[config.mk]
export PLATFORM = sky130hd
export DESIGN_NAME = mem_port_arbiter
export DESIGN_NICKNAME = d
export VERILOG_FILES = /design/src/rtl/mem_port_arbiter.sv
export SDC_FILE = /design/constraint.sdc
export NUM_CORES = 1
export LEC_CHECK = 0
export BUFFER_PORTS_ARGS = -buffer_cell sky130_fd_sc_hd__buf_2
export CAP_MARGIN = 20
export CORE_AREA = 2 2 69 87
export CTS_CLUSTER_SIZE = 40
export DETAILED_ROUTE_END_ITERATION = 8
export DIE_AREA = 0 0 71 89
export PLACE_DENSITY_LB_ADDON = 0.12
export SLEW_MARGIN = 15
export SYNTH_ARGS = -nofsm -noshare
export SYNTH_HDL_FRONTEND = slang
export SYNTH_SLANG_ARGS = --single-unit
[constraint.sdc]
create_clock -name clk -period 1.9 [get_ports clk]
set_input_delay 0.095 -clock clk [delete_from_list [all_inputs] [get_ports clk]]
set_output_delay 0.095 -clock clk [all_outputs]
set_load 0.005 [all_outputs]
[src/rtl/mem_port_arbiter.sv]
// mem_port_arbiter: shares one single-port, fixed-latency unified memory
// between the instruction-fetch requester and the data (load/store) requester.
// One access is in flight at a time; IDLE -> BUSY (MEM_LAT cycles) -> DONE.
// Read data is registered at the end of BUSY and qualified by a one-cycle
// valid pulse in DONE. Legal MEM_LAT range is 1..7 (3-bit latency counter).
//
// Build option: define MEM_ARB_RR_EN to alternate the winner of contested
// grants. Left undefined, the data requester always wins a contest.
module mem_port_arbiter #(
  parameter int ADDR_W  = 12,
  parameter int INST_W  = 19,
  parameter int DATA_W  = 8,
  parameter int MEM_LAT = 2
) (
  input  logic              clk,
  input  logic              reset,
  input  logic              if_req,
  input  logic [ADDR_W-1:0] if_addr,
  output logic [INST_W-1:0] if_rdata,
  output logic              if_valid,
  input  logic              flush,
  input  logic              dm_req,
  input  logic              dm_we,
  input  logic [ADDR_W-1:0] dm_addr,
  input  logic [DATA_W-1:0] dm_wdata,
  output logic [DATA_W-1:0] dm_rdata,
  output logic              dm_valid,
  output logic              stall_if,
  output logic              stall_mem,
  output logic              mem_en,
  output logic              mem_we,
  output logic [ADDR_W-1:0] mem_addr,
  output logic [INST_W-1:0] mem_wdata,
  input  logic [INST_W-1:0] mem_rdata
);

  typedef enum logic [1:0] {
    ST_IDLE = 2'd0,
    ST_BUSY = 2'd1,
    ST_DONE = 2'd2
  } state_t;

  localparam int                CNT_W    = 3;
  localparam logic [CNT_W-1:0]  LAT_INIT = CNT_W'(MEM_LAT);
  localparam logic [CNT_W-1:0]  CNT_LAST = CNT_W'(1);

  state_t              r_state;
  state_t              w_next_state;
  logic [CNT_W-1:0]    r_cnt;
  logic                r_gnt_dm;   // 1 = data requester owns the access
  logic                r_we;       // access is a store
  logic                r_kill;     // granted fetch was flushed while in BUSY
  logic [ADDR_W-1:0]   r_addr;
  logic [INST_W-1:0]   r_wdata;
  logic [INST_W-1:0]   r_if_rdata;
  logic [DATA_W-1:0]   r_dm_rdata;

  logic                w_any_req;
  logic                w_pick_dm;
  logic                w_busy_last;

  assign w_any_req   = if_req | dm_req;
  assign w_busy_last = (r_state == ST_BUSY) && (r_cnt == CNT_LAST);

`ifdef MEM_ARB_RR_EN
  logic r_last_if;  // winner of the most recent contested grant was fetch

  // On a contest the requester that lost last time wins; an empty history
  // starts as "fetch won", so the data requester takes the first contest.
  assign w_pick_dm = dm_req & (~if_req | r_last_if);

  // Track the winner of contested grants only.
  always_ff @(posedge clk or negedge reset) begin
    if (!reset) begin
      r_last_if <= 1'b1;
    end else if ((r_state == ST_IDLE) && if_req && dm_req) begin
      r_last_if <= ~w_pick_dm;
    end
  end
`else
  // Fixed priority: the data requester wins any contest.
  assign w_pick_dm = dm_req;
`endif

  // State register.
  always_ff @(posedge clk or negedge reset) begin
    // NOTE: sequential state is always assigned with <= so every flop samples
    // the pre-edge values of its neighbours regardless of statement order.
    if (!reset) r_state <= ST_IDLE;
    else        r_state <= w_next_state;
  end

  // Next-state logic: grant in IDLE, count out BUSY, single-cycle DONE.
  always_comb begin
    // NOTE: the default assignment first means every path drives the
    // signal, so no latch is inferred for an unlisted case.
    w_next_state = r_state;
    case (r_state)
      ST_IDLE: if (w_any_req)   w_next_state = ST_BUSY;
      ST_BUSY: if (w_busy_last) w_next_state = ST_DONE;
      ST_DONE:                  w_next_state = ST_IDLE;
      default:                  w_next_state = ST_IDLE;
    endcase
  end

  // Access datapath: latch the granted request, run the latency counter,
  // capture read data on the last BUSY edge, and track fetch kills.
  always_ff @(posedge clk or negedge reset) begin
    if (!reset) begin
      r_cnt      <= '0;
      r_gnt_dm   <= 1'b0;
      r_we       <= 1'b0;
      r_kill     <= 1'b0;
      r_addr     <= '0;
      r_wdata    <= '0;
      r_if_rdata <= '0;
      r_dm_rdata <= '0;
    end else begin
      case (r_state)
        ST_IDLE: begin
          if (w_any_req) begin
            r_gnt_dm <= w_pick_dm;
            r_we     <= w_pick_dm & dm_we;
            r_addr   <= w_pick_dm ? dm_addr : if_addr;
            r_wdata  <= {{(INST_W-DATA_W){1'b0}}, dm_wdata};
            r_cnt    <= LAT_INIT;
          end
        end
        ST_BUSY: begin
          r_cnt <= r_cnt - CNT_LAST;
          // A flush only kills the result; the memory cycle still completes.
          if (flush && !r_gnt_dm) r_kill <= 1'b1;
          if (w_busy_last && !r_we) begin
            if (r_gnt_dm) r_dm_rdata <= mem_rdata[DATA_W-1:0];
            else          r_if_rdata <= mem_rdata;
          end
        end
        ST_DONE: begin
          r_kill <= 1'b0;  // cleared as the FSM re-enters IDLE
        end
        default: begin
          r_kill <= 1'b0;
        end
      endcase
    end
  end

  // Memory strobes are only in the first BUSY cycle; address/data hold
  // their latched values throughout the access.
  assign mem_en    = (r_state == ST_BUSY) && (r_cnt == LAT_INIT);
  assign mem_we    = mem_en & r_we;
  assign mem_addr  = r_addr;
  assign mem_wdata = r_wdata;

  assign if_rdata  = r_if_rdata;
  assign dm_rdata  = r_dm_rdata;

  // A flush arriving in DONE itself suppresses the fetch pulse combinationally.
  assign if_valid  = (r_state == ST_DONE) & ~r_gnt_dm & ~r_kill & ~flush;
  assign dm_valid  = (r_state == ST_DONE) &  r_gnt_dm;

  assign stall_if  = if_req & ~if_valid;
  assign stall_mem = dm_req & ~dm_valid;

endmodule

* Yosys cells after proc, flatten, opt, wreduce, memory -nomap -nowiden *
Cells that the tools add are included.

cells by class
  $mul = 0
  order comparisons = 0
  mux-type cells = 8
  equality and inequality tests = 7
  shift operators = 0
  divide/modulo/power cells = 0
  bitwise logic cells = 15
  add/subtract/negate cells = 1
  reduce and logical (&&, ||, !) cells = 14

operator list
  operator             number
  $mux 12              1
  $and 1x1->1          8
  $reduce_and 2->1     4
  $not 1->1            6
  $pmux 3 s2           1
  $reduce_and 3->1     2
  $logic_and 1x1->1    4
  $mux 2               2
  $ne 2x2->1 const B   2
  $pmux 2 s2           1
  $eq 3x1->1 const B   1
  $eq 3x2->1 const B   1
  $mux 3               1
  $sub 3x1->3 const B  1
  $eq 2x1->1 const B   1
  $eq 2x2->1 const B   1
  $logic_not 1->1      2
  $logic_not 2->1      1
  $ne 2x1->1 const B   1
  $pmux 1 s2           1
  $reduce_bool 2->1    1
  $mux 1               1
  $or 1x1->1           1

storage, ports and cells
  bits in writable memories = 0
  logic and storage cells = 54
  bits in read-only memories = 0
  bits in latches = 0
  memories = 0
  flip-flop bits (word level) = 55

* Longest topological paths before layout *
  word-level depth = 6
  gate-level depth with buffers = 6
  depth with buffers taken out = 5

* Worst setup path after synthesis *
Ideal clock, no wire load.

  path kind = register to register
  start point = reg r_cnt[1]
  end point = reg r_if_rdata[10] (netlist: if_rdata[10])
  buffers on the path = 1
  data arrival time = 1.405 ns
  path slack = 0.370 ns
  data required time = 1.775 ns
  clock period less this slack = 1.530 ns
  cell stages (with the launch flop) = 7
  cells stage by stage = dfrtp_1 inv_1 ha_1 and4bb_4 nand2_4 buf_6 mux2_4

on the way
  longest elaborated chain between the ends = 4

RTL lines
  element                            RTL line  RTL
  from (decl)                        49        logic [CNT_W-1:0] r_cnt;
  from (signal assigned)             130       r_cnt <= r_cnt - CNT_LAST;
  $eq 3x1->1                         63        assign w_busy_last = (r_state == ST_BUSY) && (r_cnt == CNT_LAST);
  $logic_and 1x1->1                  63
  $logic_and 1x1->1                  133       if (w_busy_last && !r_we) begin
  $reduce_and 3->1 (no source line)  --
  to (signal assigned)               135       else r_if_rdata <= mem_rdata;
  to (decl)                          55        logic [INST_W-1:0] r_if_rdata;

No other way between the ends.
A chain may end at the register's enable or synchronous reset.

* Final worst setup path *
  start point = reg r_cnt[1]
  end point = reg r_dm_rdata[2] (netlist: dm_rdata[2])

on the way
  longest elaborated chain between the ends = 4

RTL lines
  element                            RTL line  RTL
  $eq 3x1->1                         63
  $logic_and 1x1->1                  63
  $logic_and 1x1->1                  133
  $reduce_and 3->1 (no source line)  --
  to (signal assigned)               134       if (r_gnt_dm) r_dm_rdata <= mem_rdata[DATA_W-1:0];
  to (decl)                          56        logic [DATA_W-1:0] r_dm_rdata;

No other way between the ends.

==> impl_metrics.toml <==
[cts]
cts_sinks = 55
insertion_delay_ns = 0.30
clock_path_buffers = 2
cts_resized = 0
cts_tree = "built"
root_buffer = "clkbuf_8"
numCtsBuffers = 5
cts_max_level = 2
clk_pin_slew_worst_paths_ns = 0.09

[synthesis]
yosys_warnings = 0
synth_largest_area_cell = "dfrtp_1"
syn_area_sq_um = 2450
netlist_instances = 167
seq_area_frac_synth_pct = 56.2
synth_top_area_share_pct = 56.2
synth_cell_types = 29
avgSynthCellArea_sq_um = 14.7
ys_ff_latch = 55
ys_top_cells_by_area = "dfrtp_1, mux2_2, mux2_4"

[timing]
fin_crit_sh_pct = 84.9
hold_viol = 0
clock-skew-final_ns = 0.00592
rsz0062_at_grt = "no"
finalSetupTns_ns = 0
fin_crit_ns = 1.61
setup_viol = 0
fmax_mhz = 620
maxSlewViolCount = 0
timing.final.ws_setup_ns = 0.287

[routing]
avgViaCountPerCell = 4.71
drt_iter0_drc = 31
wl_per_cell_um = 13.6
wl_met2_um = 2510
drc = 0
vias = 1634
drt_wl_total_um = 4730
drtPass1Iterations = 3
top_layer = "met4"
wl_met3_um = 352
m1WireLength_um = 1830
ant_nets = 0

[final_layout]
antenna_cells = 0
drive_gt1_share_pct = 64.7
syn_to_final_growth_pct = 28.5
fin_cells = 347
fillerInstances = 484
final_util_pct = 57.9
layout.nets = 343

[critical_path]
r2r-end = "dm_rdata[2]"
reg2reg_from = "r_cnt[1]"
worstPathRequired_ns = 2.08
reg2regPathDepth = 5
worstSetupPathType = "reg -> reg"
critPathCaptureType = "flip-flop"
crit_arrival_ns = 1.80
critPathMaxFanout = 8
r2r_slack_ns = 0.29
startpoint_type = "flip-flop"

[floorplanning]
rows = 30
core_sq_um = 5440
ioPinCount = 121
die_h_um = 89
die_x_um = 71
start_util_pct = 45.0
die_area_sq_um = 6320

[power]
finalPower_uw = 4710
power_density_nw_per_um2 = 1500
p_leak_uw = 0.00162
ir_worst_vdd_mv = 0.702

[place]
port-buffer-count = 109
dp_cells = 338
gp_congestion = 0.760
hpwl_um = 3700
pre_cts_slack_ns = 0.290

[worst_hold_path]
hold_depth = 2
min_to = "if_rdata[8]"
holdCritStartpoint = "mem_rdata[8]"
hold_class = "in -> reg"

[grt]
grt_pass1_vias = 1617
grt_usage_pct = 15.0
grt_pass1_wl_um = 7330
grt-ovfl-total = 0
grt_max_degree = 28
antenna_found_initial = 0

[flow_run]
cap_violations = 0

[status]
status = "finished clean"
==> Yosys cell counts (all sizes together) <==
| cell | count |
|---|---|
| a21o | 1 |
| a22o | 1 |
| a22oi | 1 |
| a31o | 1 |
| a31oi | 1 |
| a32o | 1 |
| and2 | 1 |
| and2b | 1 |
| and4bb | 1 |
| buf | 16 |
| conb | 1 |
| dfrtp | 55 |
| ha | 3 |
| inv | 3 |
| mux2 | 59 |
| nand2 | 2 |
| nand2b | 2 |
| nand3b | 1 |
| nor2 | 8 |
| nor2b | 3 |
| nor3b | 1 |
| nor4 | 1 |
| o21ai | 2 |
| xnor2 | 1 |
==> cells in the final DEF (no fill, tap or decap), types with 2 or more instances in the layout <==
cell type and n:
nand2b_1 2, ha_1 3, conb_1 11, nor2b_1 3, nor2_1 8, buf_2 109
buf_4 4, dfrtp_1 55, inv_1 3, mux2_4 10, mux2_2 49, clkbuf_8 5
dlygate4sd3_1 2
==> metrics by stage <==
step / hold WS [ns] / instance area (sq um)
global route: 0.00160 / 3150
floorplan: -0.201 / 2490
CTS: 0.00504 / 3140
detailed placement: -0.00150 / 3030
global placement: -0.000802 / 3030
finish: 0.0191 / 3150
==> worst max-delay path by stage <==
stage | to | slack, ns | startpoint | depth (start not counted)
3_3_place_gp | if_rdata[18] | 0.33 | r_cnt[1] | 5
6_report | dm_rdata[2] | 0.29 | r_cnt[1] | 5
3_5_place_dp | if_rdata[2] | 0.29 | r_cnt[1] | 5
5_1_grt | mem_we | 0.17 | r_state[1] | 4
2_1_floorplan | if_rdata[10] | 0.37 | r_cnt[1] | 6
4_1_cts | mem_we | 0.27 | r_state[1] | 4
==> cells by family after synthesis <==
logic type               synth area share (%)
AO/OA/AOI/OAI                            2.55
XOR/XNOR                                0.358
adder cells (fa/ha/maj)                  1.53
buffers and inverters                    5.21
flip-flops                               56.2
multiplexers                             28.7
other                                   0.153
AND/OR/NAND/NOR                          5.36
==> report_power, final <==
part	internal, uW	switching, uW
Clock	387	353
Sequential	1770	321
Combinational	1150	734
Total	3300	1410
==> area by class of cell <==
| cell class | instances | area, sq um | area share, % |
|---|---|---|---|
| clock inverter | 1 | 30.0 | 0.954 |
| tap | 64 | 80.1 | 2.54 |
| sequential | 55 | 1380 | 43.7 |
| inverter | 3 | 11.3 | 0.358 |
| multi-input combinational | 103 | 983 | 31.2 |
| timing repair buffer | 115 | 596 | 18.9 |
| clock buffer | 6 | 72.6 | 2.30 |
==> registers in the layout (all words and copies together) (netlist names) <==
register and flops:
if_rdata 19, mem_addr 12, dm_rdata 8, mem_wdata 8, r_cnt 3, r_state 2, r_gnt_dm 1, r_kill 1
r_we 1
==> metal layers <==
metal  GRT usage [%]  vias to the layer above
met5               0                        -
met1            17.6                      777
met3            4.85                        4
met4            4.63                        0
li1                -                      792
met2            26.4                       61
==> worst max-delay path, stage by stage (launching register included) <==
cell and delay (ns):
dfrtp_1 0.40, inv_1 0.09, ha_1 0.16, and4bb_4 0.28, nand3b_2 0.22, mux2_2 0.34
==> what timing repair did <==
item,in CTS,in global routing
buffers inserted,0,0
endpoints found under the hold margin,11,1
hold buffers,1,1
Note: power is estimated with default switching activity, not from simulation.
